<file path="src/rtl/cpu_pkg.sv">
// Shared definitions for the multi-cycle core: instruction fields, opcodes and FSM states.
package cpu_pkg;

    localparam int unsigned INSTR_W   = 16;
    localparam int unsigned REG_IDX_W = 3;
    localparam int unsigned OP_W      = 4;
    localparam int unsigned IMM_W     = 6;

    localparam int unsigned OP_LSB  = 12;
    localparam int unsigned RD_LSB  = 9;
    localparam int unsigned RS1_LSB = 6;
    localparam int unsigned RS2_LSB = 3;

    typedef enum logic [OP_W-1:0] {
        OP_NOP  = 4'd0,
        OP_ADD  = 4'd1,
        OP_SUB  = 4'd2,
        OP_AND  = 4'd3,
        OP_OR   = 4'd4,
        OP_ADDI = 4'd5,
        OP_LD   = 4'd6,
        OP_ST   = 4'd7,
        OP_BEQ  = 4'd8,
        OP_JR   = 4'd9,
        OP_HALT = 4'd15
    } opcode_e;

    typedef enum logic [2:0] {
        S_FETCH,
        S_DECODE,
        S_EXEC,
        S_MEM,
        S_WB,
        S_HALT
    } state_e;

    function automatic logic is_illegal(input logic [OP_W-1:0] op);
        return (op >= 4'd10) && (op <= 4'd14);
    endfunction

    function automatic logic writes_rd(input logic [OP_W-1:0] op);
        return (op == OP_ADD) || (op == OP_SUB) || (op == OP_AND) ||
               (op == OP_OR)  || (op == OP_ADDI) || (op == OP_LD);
    endfunction

endpackage

</file>
<file path="src/rtl/cpu_regfile.sv">
// 8-entry register file: two asynchronous read ports, one synchronous write port, r0 reads zero.
module cpu_regfile
    import cpu_pkg::*;
#(
    parameter int unsigned DATA_W = 8
) (
    input  logic                 clk,
    input  logic                 reset_n,
    input  logic [REG_IDX_W-1:0] raddr1,
    output logic [DATA_W-1:0]    rdata1,
    input  logic [REG_IDX_W-1:0] raddr2,
    output logic [DATA_W-1:0]    rdata2,
    input  logic                 we,
    input  logic [REG_IDX_W-1:0] waddr,
    input  logic [DATA_W-1:0]    wdata
);

    logic [DATA_W-1:0] regs [8];

    always_ff @(posedge clk or negedge reset_n) begin
        if (!reset_n) begin
            for (int unsigned i = 0; i < 8; i++) begin
                regs[i] <= '0;
            end
        end else if (we && (waddr != '0)) begin
            regs[waddr] <= wdata;
        end
    end

    assign rdata1 = (raddr1 == '0) ? '0 : regs[raddr1];
    assign rdata2 = (raddr2 == '0) ? '0 : regs[raddr2];

endmodule

</file>
<file path="src/rtl/multicycle_cpu.sv">
// Multi-cycle core: FETCH/DECODE/EXEC/MEM/WB/HALT FSM with handshaked instruction and data ports.
module multicycle_cpu
    import cpu_pkg::*;
#(
    parameter int unsigned          DATA_W   = 8,
    parameter int unsigned          ADDR_W   = 8,
    parameter logic [ADDR_W-1:0]    RESET_PC = '0
) (
    input  logic               clk,
    input  logic               reset_n,
    output logic               imem_req,
    output logic [ADDR_W-1:0]  imem_addr,
    input  logic [INSTR_W-1:0] imem_rdata,
    input  logic               imem_ready,
    output logic               dmem_req,
    output logic               dmem_we,
    output logic [ADDR_W-1:0]  dmem_addr,
    output logic [DATA_W-1:0]  dmem_wdata,
    input  logic [DATA_W-1:0]  dmem_rdata,
    input  logic               dmem_ready,
    output logic               retire,
    output logic               illegal,
    output logic               halted,
    output logic [ADDR_W-1:0]  pc_out
);

    state_e               state;
    logic [ADDR_W-1:0]    pc;
    logic [ADDR_W-1:0]    target;
    logic                 taken;
    logic [INSTR_W-1:0]   instr;
    logic [DATA_W-1:0]    opa;
    logic [DATA_W-1:0]    opb;
    logic [DATA_W-1:0]    result;

    logic [OP_W-1:0]      op;
    logic [REG_IDX_W-1:0] rd;
    logic [REG_IDX_W-1:0] rs1;
    logic [REG_IDX_W-1:0] rs2;
    logic [IMM_W-1:0]     imm;
    logic [DATA_W-1:0]    imm_z;
    logic [DATA_W-1:0]    alu_res;
    logic [ADDR_W-1:0]    br_target;
    logic [ADDR_W-1:0]    next_pc;
    logic [DATA_W-1:0]    rf_rdata1;
    logic [DATA_W-1:0]    rf_rdata2;

    function automatic logic [ADDR_W-1:0] to_addr(input logic [DATA_W-1:0] v);
        logic [ADDR_W+DATA_W-1:0] ext;
        ext = {{ADDR_W{1'b0}}, v};
        return ext[ADDR_W-1:0];
    endfunction

    function automatic logic [ADDR_W-1:0] sext_imm(input logic [IMM_W-1:0] v);
        logic [ADDR_W+IMM_W-1:0] ext;
        ext = {{ADDR_W{v[IMM_W-1]}}, v};
        return ext[ADDR_W-1:0];
    endfunction

    assign op    = instr[OP_LSB +: OP_W];
    assign rd    = instr[RD_LSB +: REG_IDX_W];
    assign rs1   = instr[RS1_LSB +: REG_IDX_W];
    assign rs2   = instr[RS2_LSB +: REG_IDX_W];
    assign imm   = instr[IMM_W-1:0];
    assign imm_z = {{(DATA_W-IMM_W){1'b0}}, imm};

    assign br_target = pc + ADDR_W'(1) + sext_imm(imm);
    assign next_pc   = taken ? target : pc + ADDR_W'(1);
    assign pc_out    = pc;

    always_comb begin
        alu_res = opa + imm_z;
        case (op)
            OP_ADD:  alu_res = opa + opb;
            OP_SUB:  alu_res = opa - opb;
            OP_AND:  alu_res = opa & opb;
            OP_OR:   alu_res = opa | opb;
            default: alu_res = opa + imm_z;
        endcase
    end

    // BEQ compares rd against rs1 and ST stores rd, so port 2 reads rd for those
    cpu_regfile #(.DATA_W(DATA_W)) u_regfile (
        .clk    (clk),
        .reset_n(reset_n),
        .raddr1 (rs1),
        .rdata1 (rf_rdata1),
        .raddr2 (((op == OP_BEQ) || (op == OP_ST)) ? rd : rs2),
        .rdata2 (rf_rdata2),
        .we     ((state == S_WB) && writes_rd(op)),
        .waddr  (rd),
        .wdata  (result)
    );

    always_ff @(posedge clk or negedge reset_n) begin
        if (!reset_n) begin
            state      <= S_FETCH;
            pc         <= RESET_PC;
            target     <= '0;
            taken      <= 1'b0;
            instr      <= '0;
            opa        <= '0;
            opb        <= '0;
            result     <= '0;
            imem_req   <= 1'b0;
            imem_addr  <= '0;
            dmem_req   <= 1'b0;
            dmem_we    <= 1'b0;
            dmem_addr  <= '0;
            dmem_wdata <= '0;
            retire     <= 1'b0;
            illegal    <= 1'b0;
            halted     <= 1'b0;
        end else begin
            retire  <= 1'b0;
            illegal <= 1'b0;
            case (state)
                S_FETCH: begin
                    if (imem_req && imem_ready) begin
                        instr    <= imem_rdata;
                        imem_req <= 1'b0;
                        state    <= S_DECODE;
                    end else begin
                        imem_req  <= 1'b1;
                        imem_addr <= pc;
                    end
                end
                S_DECODE: begin
                    opa   <= rf_rdata1;
                    opb   <= rf_rdata2;
                    state <= S_EXEC;
                end
                S_EXEC: begin
                    result <= alu_res;
                    target <= (op == OP_JR) ? to_addr(alu_res) : br_target;
                    taken  <= (op == OP_JR) || ((op == OP_BEQ) && (opa == opb));
                    if ((op == OP_LD) || (op == OP_ST)) begin
                        dmem_req   <= 1'b1;
                        dmem_we    <= (op == OP_ST);
                        dmem_addr  <= to_addr(alu_res);
                        dmem_wdata <= opb;
                        state      <= S_MEM;
                    end else begin
                        retire  <= 1'b1;
                        illegal <= is_illegal(op);
                        state   <= S_WB;
                    end
                end
                S_MEM: begin
                    if (dmem_req && dmem_ready) begin
                        result   <= dmem_rdata;
                        dmem_req <= 1'b0;
                        dmem_we  <= 1'b0;
                        retire   <= 1'b1;
                        state    <= S_WB;
                    end
                end
                S_WB: begin
                    if (op == OP_HALT) begin
                        halted <= 1'b1;
                        state  <= S_HALT;
                    end else begin
                        pc        <= next_pc;
                        imem_req  <= 1'b1;
                        imem_addr <= next_pc;
                        state     <= S_FETCH;
                    end
                end
                default: begin
                    state <= S_HALT;
                end
            endcase
        end
    end

endmodule

</file>
<file path="config.mk">
export PLATFORM = sky130hd
export DESIGN_NAME = multicycle_cpu
export DESIGN_NICKNAME = d
export VERILOG_FILES = /design/src/rtl/cpu_pkg.sv /design/src/rtl/cpu_regfile.sv /design/src/rtl/multicycle_cpu.sv
export SDC_FILE = /design/constraint.sdc
export NUM_CORES = 1
export LEC_CHECK = 0
export ABC_AREA = 0
export ABC_CLOCK_PERIOD_IN_PS = 7300
export CELL_PAD_IN_SITES_DETAIL_PLACEMENT = 1
export CELL_PAD_IN_SITES_GLOBAL_PLACEMENT = 2
export CORE_MARGIN = 10
export CORE_UTILIZATION = 42
export DETAILED_ROUTE_END_ITERATION = 6
export PLACE_DENSITY_LB_ADDON = 0.1
export SLEW_MARGIN = 20
export SYNTH_ARGS = -nofsm -noshare
export SYNTH_HDL_FRONTEND = slang
export SYNTH_HIERARCHICAL = 1
export SYNTH_SLANG_ARGS = --single-unit
export TNS_END_PERCENT = 1
</file>
<file path="constraint.sdc">
create_clock -name clk -period 7.3 [get_ports clk]
set_input_delay 1.095 -clock clk [delete_from_list [all_inputs] [get_ports clk]]
set_output_delay 1.095 -clock clk [all_outputs]
set_load 0.02 [all_outputs]
</file>
Word-level counts from Yosys, hierarchy flattened
Index checks and enable logic that the tools add are counted.
{"block": "totals", "regBits": 154, "in_bits": 28, "out_inout_bits": 38}
{"block": "op_classes", "n_mux": 38, "n_bitwise": 6, "addsub": 5, "eq_ne": 20, "magnitude_cmp": 6, "n_reduce_logical": 30}
{"op": "8-bit two-way mux", "count": 12}
{"op": "64-bit bitwise mux", "count": 1}
{"op": "8-bit binary-select mux with 3-bit select", "count": 2}
{"op": "8-bit case mux with 2 select lines", "count": 2}
{"op": "8-bit case mux with 4 select lines", "count": 1}
{"op": "8-bit demux with 3-bit select", "count": 1}
{"op": "8-bit adder", "count": 2}
{"op": "4-bit by 3-bit == test with 1-bit output (second input constant)", "count": 4}
{"op": "4-bit greater-or-equal comparator (second input constant)", "count": 4}
{"op": "3-bit two-way mux", "count": 5}
{"op": "3-bit case mux with 5 select lines", "count": 1}
{"op": "2-bit AND reduction", "count": 7}
{"op": "4-bit == test (second input constant)", "count": 3}
{"op": "3-bit NOT with 4-bit output", "count": 3}
{"op": "2-bit inequality test (second input constant)", "count": 5}
{"op": "3-bit zero test", "count": 3}
{"op": "1-bit two-way mux", "count": 9}
{"op": "8-bit by 1-bit adder with 8-bit output (second input constant)", "count": 1}
{"op": "8-bit by 6-bit adder with 8-bit output", "count": 1}
{"op": "8-bit bitwise AND", "count": 1}
{"op": "4-bit by 2-bit == test with 1-bit output (second input constant)", "count": 2}
{"op": "8-bit == test", "count": 1}
{"op": "1-bit logical OR", "count": 8}
{"op": "8-bit bitwise OR", "count": 1}
{"op": "13 further kinds", "count": 25}

Logic depth before layout (Yosys ltp)
Gate-level depths: netlist of run 1.
{"block": "depth", "word_depth": 8, "ltp_mapped": 14}

Cells and area by module
The synthesis of run 1 kept the hierarchy.
{"mod": "multicycle_cpu", "n_inst": 1, "area_per_inst_um2": 5441.5, "seq_area_each_um2": 2252.2, "cells_each": 565}
{"mod": "cpu_regfile", "n_inst": 1, "area_per_inst_um2": 3190.6, "seq_area_each_um2": 1401.3, "cells_each": 238}

Worst setup path before layout of run 1
No wires, ideal clock.
{"block": "synth_timing", "path_kind": "register to register", "startpoint": "register instr[15]", "endpoint": "register target[6]", "required_ns": 7.159, "t_arrival_ns": 2.980, "setup_slack_ns": 4.179, "path_stages_with_launch": 12, "path_buffers": 1, "path_cell_list": "dfrtp_1 > buf_6 > nor4b_4 > mux2_2 > ha_1 > fa_1 > a211oi_1 > o21bai_1 > a21oi_1 > xnor2_1 > a222oi_1 > o21ai_0"}
{"block": "synth_between", "elab_chain_cells": 3, "word_cells_on_any_way": 7}
{"item": "from (decl)", "line": "multicycle_cpu.sv:31", "text": "logic [INSTR_W-1:0] instr;"}
{"item": "from (signal assigned)", "line": "multicycle_cpu.sv:120", "text": "instr <= imem_rdata;"}
{"item": "4-bit by 3-bit == test with 1-bit output, or another cell as far along", "line": "multicycle_cpu.sv:73", "text": "case (op)"}
{"item": "8-bit case mux with 4 select lines", "line": "multicycle_cpu.sv:73"}
{"item": "8-bit two-way mux *", "line": "multicycle_cpu.sv:135", "text": "target <= (op == OP_JR) ? to_addr(alu_res) : br_target;"}
{"item": "to (signal assigned)", "line": "multicycle_cpu.sv:135"}
{"item": "to (decl)", "line": "multicycle_cpu.sv:29", "text": "logic [ADDR_W-1:0] target;"}
Mark *: on every way between the ends. The rest lies on a longest branch, timed or not.
A chain may end at the register's enable or synchronous reset.

Worst setup path in the final report of run 1
Ends and elaborated chain as after synthesis.

==> results of run 1 <==
-- layout make-up --
| type | count | share of cell area [%] |
|---|---|---|
| clock buffer | 19 | 4.43 |
| clock inverter | 13 | 1.49 |
| inverter | 33 | 1.24 |
| multi-input combinational | 578 | 45.8 |
| sequential | 146 | 36.6 |
| tap | 270 | 3.38 |
| timing repair buffer | 72 | 7.09 |
-- kinds of logic (layout without fill, tap and decap cells) --
group	after synthesis	count (layout)	share of synthesized area [%]
compound gates	194	194	14.8
xor+xnor	23	23	2.42
mux	139	139	17.8
fa+ha+maj	43	43	6.49
simple gates	179	179	11.3
flops	146	146	42.3
buf+inv	79	137	4.84
-- path summary, 6_finish.rpt --
path / start / endpoint / slack, ns / cells after the start
worst max-delay path: instr[15]$_DFFE_PN0P_ / target[6]$_DFFE_PN0P_ / 2.99 / 10
worst min-delay path: imem_addr[3]$_DFFE_PN0P_ / imem_addr[3]$_DFFE_PN0P_ / 0.48 / 2
worst max register to register: instr[15]$_DFFE_PN0P_ / target[6]$_DFFE_PN0P_ / 2.99 / 10
worst min register to register: imem_addr[3]$_DFFE_PN0P_ / imem_addr[3]$_DFFE_PN0P_ / 0.48 / 2
max in group asynchronous: reset_n / opb[4]$_DFFE_PN0P_ / 5.41 / 2
min in group asynchronous: reset_n / instr[4]$_DFFE_PN0P_ / 0.68 / 1
-- critical path: cells and delay by family (launching register included) --
family / cells / cell delay [ns]
AND/OR/NAND/NOR: 1 / 0.73
multiplexers: 1 / 0.41
AO/OA/AOI/OAI: 5 / 1.54
flip-flops: 1 / 0.75
adder cells (fa/ha/maj): 2 / 0.64
XOR/XNOR: 1 / 0.08
-- registers in the layout, indices dropped and copies added (netlist names), 3 cells and up --
signal          cells
target              8
opa                 8
result              8
pc_out              8
instr              16
state               3
dmem_wdata          8
opb                 8
u_regfile/regs     56
imem_addr           8
dmem_addr           8
-- cells in the final DEF (no fill, tap or decap), types with 4 or more instances in the layout --
| cell type | instances |
|---|---|
| nand2_1 | 63 |
| or3_1 | 4 |
| and3_1 | 4 |
| a31oi_1 | 7 |
| o21ai_0 | 52 |
| nand2b_1 | 5 |
| a21oi_1 | 42 |
| ha_1 | 40 |
| clkbuf_16 | 17 |
| nor3_1 | 7 |
| o22ai_1 | 14 |
| dfrtp_1 | 146 |
| nor2_1 | 45 |
| xnor2_1 | 12 |
| a221oi_1 | 25 |
| buf_4 | 6 |
| inv_6 | 5 |
| a22o_1 | 6 |
| a21o_1 | 5 |
| a22oi_1 | 9 |
| xor2_1 | 10 |
| nand3_1 | 12 |
| mux2i_1 | 21 |
| clkdlybuf4s50_1 | 64 |
| mux2_2 | 115 |
| inv_1 | 33 |
-- Yosys cell counts (all sizes together), types with 3 or more instances --
master	instances	area share, %
nor4	3	0.22
a31oi	7	0.51
and3	4	0.29
xor2	10	1.0
a22oi	9	0.78
o22a	3	0.30
a211oi	3	0.26
a22o	6	0.61
mux2	118	15
a221oi	27	2.9
o21ai	56	3.3
fa	3	0.70
inv	33	1.4
a21o	5	0.43
nand4b	6	0.83
mux2i	21	2.4
nand3	12	0.70
xnor2	13	1.4
nand2b	5	0.36
and2	3	0.22
or3	4	0.29
clkbuf	22	0.97
nor2	45	2.0
ha	40	5.8
o22ai	14	1.0
nor3b	5	0.62
nor3	10	0.84
o21bai	3	0.26
buf	24	2.4
a21oi	43	2.5
nand2	65	2.9
and2b	3	0.29
dfrtp	146	42
o211ai	3	0.26
-- through the flow --
stage | std cells | hold slack [ns]
floorplan | 803 | 0.450
global placement | 1099 | 0.465
detailed placement | 1099 | 0.475
CTS | 1131 | 0.490
global route | 1131 | 0.524
finish | 1131 | 0.479
-- per-layer routing --
layer / up-vias / global-route usage (%) / share of wire, % / routed length, um
li1: 3021 / - / - / -
met4: 0 / 6.64 / 2.6 / 719
met3: 31 / 4.46 / 4.6 / 1270
met2: 150 / 33.8 / 47 / 13000
met1: 3468 / 27.9 / 46 / 12600
met5: - / 0 / 0 / 0
-- power groups by stage --
| stage | sequential [uW] | clock, uW | combinational, uW |
|---|---|---|---|
| final | 1650 | 893 | 2770 |
| after global routing | 1710 | 948 | 3030 |
| after CTS | 1650 | 910 | 2770 |
| after detailed placement | 1660 | 0 | 2750 |
| after global placement | 1620 | 0 | 2680 |
| after floorplan | 1490 | 0 | 1950 |
==> summary.txt, run 1 <==
Pwr
  – Sw frac: 46.5%
  – Max VDD drop: 0.181 mV
  – PD cells: 532 nW/um^2
  – P_int: 2840 uW
  – Overall power: 5310 uW
  – Clock power share: 16.8%
  – Leak: 0.00445 uW
  – Seq pwr share: 31.1%
  – Comb pwr share: 52.1%
  – Net Switching: 2470 uW

Clocking
  – Post_cts resized: 0
  – Setup Fix Bufs, Post-CTS: 0
  – CTS Buf Count: 17
  – Clk_lat worst skew: 0.43 ns
  – # clock sinks: 146
  – Max Buffers Root-to-Sink: 2
  – Clk root buf: clkbuf_16
  – H-tree depth: 4
  – CTS Hold Bufs: 0
  – CTS tree: done
  – Clock Pin Slew Worst Setup and Hold Paths: 0.06 ns

Critical path
  – Crit start category: flip-flop
  – Slowest stage delay, CP: 0.75 ns
  – WP data arrival: 4.57 ns
  – Crit Path Category: reg -> reg
  – Critical-path top delay cell: dfrtp_1
  – Kind of end point of the critical path: flip-flop
  – Crit-path max FO: 25
  – Req. time, crit path: 7.56 ns
  – CP Cell Sequence: nor4b_4, mux2_2, ha_1, fa_1, a211oi_1, o21bai_1, a21oi_1, xnor2_1, a222oi_1, o21ai_0

Routing
  – Drt via density: 5.90
  – Antenna Nets Post-Route: 0
  – Initial DRC Count: 439
  – Routed Wire Length: 27,600 um
  – DRC: 0
  – Wire per inst: 24.4 um
  – DRT Pass-1 Iters: 5
  – Via count: 6,670

Cells and area
  – Antenna cells: 0
  – Storage cell area: 3650 um^2
  – Multi-input gate area: 4570 um^2
  – Layout Nets: 919
  – P&R area growth vs syn: 15.7%
  – Layout cell share with drive strength beyond 1: 20.8%
  – Finished Cell Area: 9990 um^2
  – Fill count: 2,169
  – Layout Utilization: 49.4%

Floorplan
  – # IOs: 66
  – Starting Density: 42.7%
  – Die area: 26,700 um^2
  – Die height: 163 um
  – Row count: 52
  – Core area: 20,200 um^2
  – Die X: 163 um

Timing
  – Unrepaired setup endpoints after global routing: false
  – Minimum clock period: 4.31 ns
  – Final cycle utilization of the critical path: 59.0%
  – Slew @ Worst Pin: 1.15 ns
  – Max Freq: 0.232 GHz
  – Final Hold Viols: 0
  – Max Slew Vio Count: 0
  – Endpoints failing setup: 0
  – Worst slew margin: 23.4%
  – Final WS setup: 2.99 ns
  – Clock skew: 0.0129 ns
  – Setup TNS: 0 ns

GRT
  – Total global routing overflow: 0
  – Tot GR Track Use: 21.1%
  – Number of global-route vias before repair: 7,175
  – First-pass GRT wire length: 43,200 um
  – Initial antenna violation count: 0
  – Largest net degree at the start of global routing: 81

Place
  – Final RePlAce weighted congestion: 0.918
  – Port-buffer cells: 65
  – Area after DPL: 9390 um^2
  – Dpl ws: 3.05 ns
  – Detailed placement HPWL: 20,000 um

Synthesis
  – Syn_area_per_cell: 10.7 um^2
  – Post-Synthesis Cells: 803
  – Post-synth ARST share: 100%
  – Yosys cell types: 73
  – Post-synthesis sequential area ratio: 42.3%
  – Synthesized area: 8630 um^2
  – Yosys Warn Count: 6
  – Mapped Nets: 874
  – Yosys reg bits: 146
  – Post-synth EDFFs: 0
  – Synth Flop Type: dfrtp_1

Worst hold path
  – Tightest Hold Check Type: reg -> reg

Status
  – Status: finished clean

Job
  – Maxcap violations: 0
No activity file was read; power rests on OpenSTA's default activity.
==> run 2: changes to the inputs <==
ABC_CLOCK_PERIOD_IN_PS = 4400   (was 7300)
CORE_UTILIZATION = 39   (was 42)
clock period = 4.4 ns   (was 7.3 ns; I/O delays follow)
==> run 2 against run 1 <==
Net effect:
- sequential power up 65%
- global-route usage is 1.8 points lower
- fmax rose by 15%
- critical endpoint unchanged
- largest cell class unchanged
==> summary.txt, run 2 (synthesized netlist as in run 1, its figures left out) <==
Critical path
  – Req. time, crit path: 4.69 ns (-2.87 ns)
  – R2R Path Start: instr[14]$_DFFE_PN0P_
  – CP Cell Sequence: nor4b_4, mux2_2, ha_1, fa_1, a211oi_1, o21bai_1, a21oi_1, xnor2_1, a222oi_1, o21ai_0
  – Crit Path Category: reg -> reg
  – Crit-path max FO: 17 (-32%)
  – R2R Setup Slk: 0.64 ns (-2.35 ns)
  – Worst R2R Path Depth: 10 (unchanged)
  – Slowest stage delay, CP: 0.72 ns (-0.03 ns)
  – Critical-path top delay cell: nor4b_4
  – R2r endpoint: target[6]$_DFFE_PN0P_
  – CP Capture Point: target[6]$_DFFE_PN0P_
  – Crit start category: flip-flop
  – WP data arrival: 4.05 ns (-0.52 ns)
  – Kind of end point of the critical path: flip-flop
  – CP Launch Point: instr[14]$_DFFE_PN0P_

Routing
  – DRC: 0 (unchanged)
  – DRT Pass-1 Iters: 4 (-1)
  – Drt via density: 5.69 (-3.6%)
  – Routed Wire Length: 27,400 um (-0.79%)
  – Via count: 6,533 (-2.1%)
  – Antenna Nets Post-Route: 0 (unchanged)
  – Initial DRC Count: 424 (-3.4%)
  – Wire per inst: 23.8 um (-2.3%)

Pwr
  – Clock power share: 17.7% (+0.9 points)
  – Seq pwr share: 30.8% (-0.3 points)
  – Comb pwr share: 51.5% (-0.6 points)
  – Sw frac: 45.5% (-0.95 points)
  – Net Switching: 4020 uW (+63%)
  – Max VDD drop: 0.288 mV (+59%)
  – P_int: 4810 uW (+69%)
  – Leak: 0.00451 uW (+1.3%)
  – Overall power: 8840 uW (+66%)
  – PD cells: 877 nW/um^2 (+65%)

GRT
  – Total global routing overflow: 0 (unchanged)
  – First-pass GRT wire length: 42,800 um (-0.88%)
  – Largest net degree at the start of global routing: 102 (+26%)
  – Tot GR Track Use: 19.3% (-1.8 points)
  – Number of global-route vias before repair: 7,050 (-1.7%)
  – Initial antenna violation count: 0 (unchanged)

Clocking
  – CTS Hold Bufs: 0 (unchanged)
  – Post_cts resized: 0 (unchanged)
  – Clk root buf: clkbuf_16
  – # clock sinks: 146 (unchanged)
  – Setup Fix Bufs, Post-CTS: 0 (unchanged)
  – Max Buffers Root-to-Sink: 2 (unchanged)
  – Clock Pin Slew Worst Setup and Hold Paths: 0.07 ns (about the same)
  – CTS Buf Count: 17 (unchanged)
  – CTS tree: done
  – H-tree depth: 4 (unchanged)
  – Clk_lat worst skew: 0.43 ns (about the same)

Cells and area
  – P&R area growth vs syn: 16.8%
  – Most common cell after layout, fill and taps aside: dfrtp_1
  – Fill count: 2,392 (+10%)
  – Layout cell share with drive strength beyond 1: 21.5% (+0.75 points)
  – Reg with most FFs: u_regfile/regs
  – Layout Nets: 926 (+0.76%)
  – Largest regs: u_regfile/regs: 56 flops, instr: 16 flops
  – Max FFs per register: 56 (unchanged)
  – Most frequent cells in the layout: dfrtp_1, mux2_2, clkdlybuf4s50_1

Timing
  – Minimum clock period: 3.76 ns (-0.550 ns)
  – Final cycle utilization of the critical path: 85.4% (+26 points)
  – Worst slew margin: 34.4% (+11 points)
  – Slew @ Worst Pin: 0.984 ns (-0.164 ns)
  – Max Freq: 0.266 GHz (+15%)
  – Setup TNS: 0 ns (unchanged)
  – Max Slew Vio Count: 0 (unchanged)
  – Hold slack final: 0.351 ns (-0.128 ns)
  – Final WS setup: 0.642 ns (-2.35 ns)
  – Clock skew: 0.0132 ns (+0.000283 ns)
  – Endpoints failing setup: 0 (unchanged)
  – Unrepaired setup endpoints after global routing: false
  – Final Hold Viols: 0 (unchanged)

Floorplan
  – Row count: 54 (+3.8%)
  – Die area: 28,500 um^2 (+6.7%)
  – Die height: 169 um (+3.3%)
  – # IOs: 66 (unchanged)
  – Core area: 21,800 um^2 (+7.9%)
  – Die X: 169 um (+3.3%)
  – Starting Density: 39.6% (-3.1 points)

Job
  – Maxcap violations: 0 (unchanged)

Status
  – Status: finished clean

Place
  – Port-buffer cells: 65 (unchanged)
  – Final RePlAce weighted congestion: 0.855 (-6.9%)
  – Dpl ws: 0.641 ns (-2.41 ns)
  – Detailed placement HPWL: 20,700 um (+3.3%)

Worst hold path
  – Tightest Hold Check Type: in -> async
## run 2: how the worst min path moves through the flow
stage / from / to / slack (ns)
finish: reset_n / instr[4]$_DFFE_PN0P_ / 0.35
global route: reset_n / instr[4]$_DFFE_PN0P_ / 0.42
CTS: reset_n / instr[4]$_DFFE_PN0P_ / 0.40
detailed placement: imem_addr[7]$_DFFE_PN0P_ / imem_addr[7]$_DFFE_PN0P_ / 0.48
global placement: dmem_wdata[6]$_DFFE_PN0P_ / dmem_wdata[6]$_DFFE_PN0P_ / 0.47
floorplan: reset_n / dmem_addr[0]$_DFFE_PN0P_ / 0.36
## run 2: final cells by class
cell class,count,area [um^2],area share (%)
Multi-Input combinational cell,578,4570,45.4
Clock inverter,15,196,1.95
Clock buffer,17,425,4.22
Inverter,33,124,1.23
Tap cell,280,350,3.47
Antenna cell,1,2.50,0.0248
Sequential cell,146,3650,36.2
Timing Repair Buffer,79,757,7.51
## run 2: routing by layer
layer	up-vias	GRT usage (%)	routed length [um]
met4	0	6.51	652
li1	3028	-	-
met3	32	3.71	1110
met5	-	0	0
met2	113	32.5	13700
met1	3360	24.1	12000
## run 2: power groups by stage
| stage | sequential [uW] | clock (uW) | combinational (uW) |
|---|---|---|---|
| after floorplan | 2470 | 0 | 3230 |
| after global routing | 2810 | 1670 | 4990 |
| after CTS | 2720 | 1600 | 4580 |
| after detailed placement | 2740 | 0 | 4560 |
| after global placement | 2690 | 0 | 4470 |
| final | 2720 | 1560 | 4550 |
## run 2: critical path: cells and delay by family, from the launching register on
family | cells | cell delay (ns)
DFF | 1 | 0.56
muxes | 1 | 0.41
and+or+nand+nor | 1 | 0.72
adders and majority gates | 2 | 0.65
AOI/OAI and AO/OA | 5 | 1.19
xor gates and xnor gates | 1 | 0.08
## run 2: metrics by stage
step | instance area, um^2 | utilization (%) | std cells
3_5_place_dp | 9460 | 43.3 | 1116
3_3_place_gp | 9460 | 43.3 | 1116
5_1_grt | 10100 | 46.2 | 1148
4_1_cts | 10100 | 46.2 | 1148
2_1_floorplan | 8630 | - | 803
6_report | 10100 | 46.2 | 1149
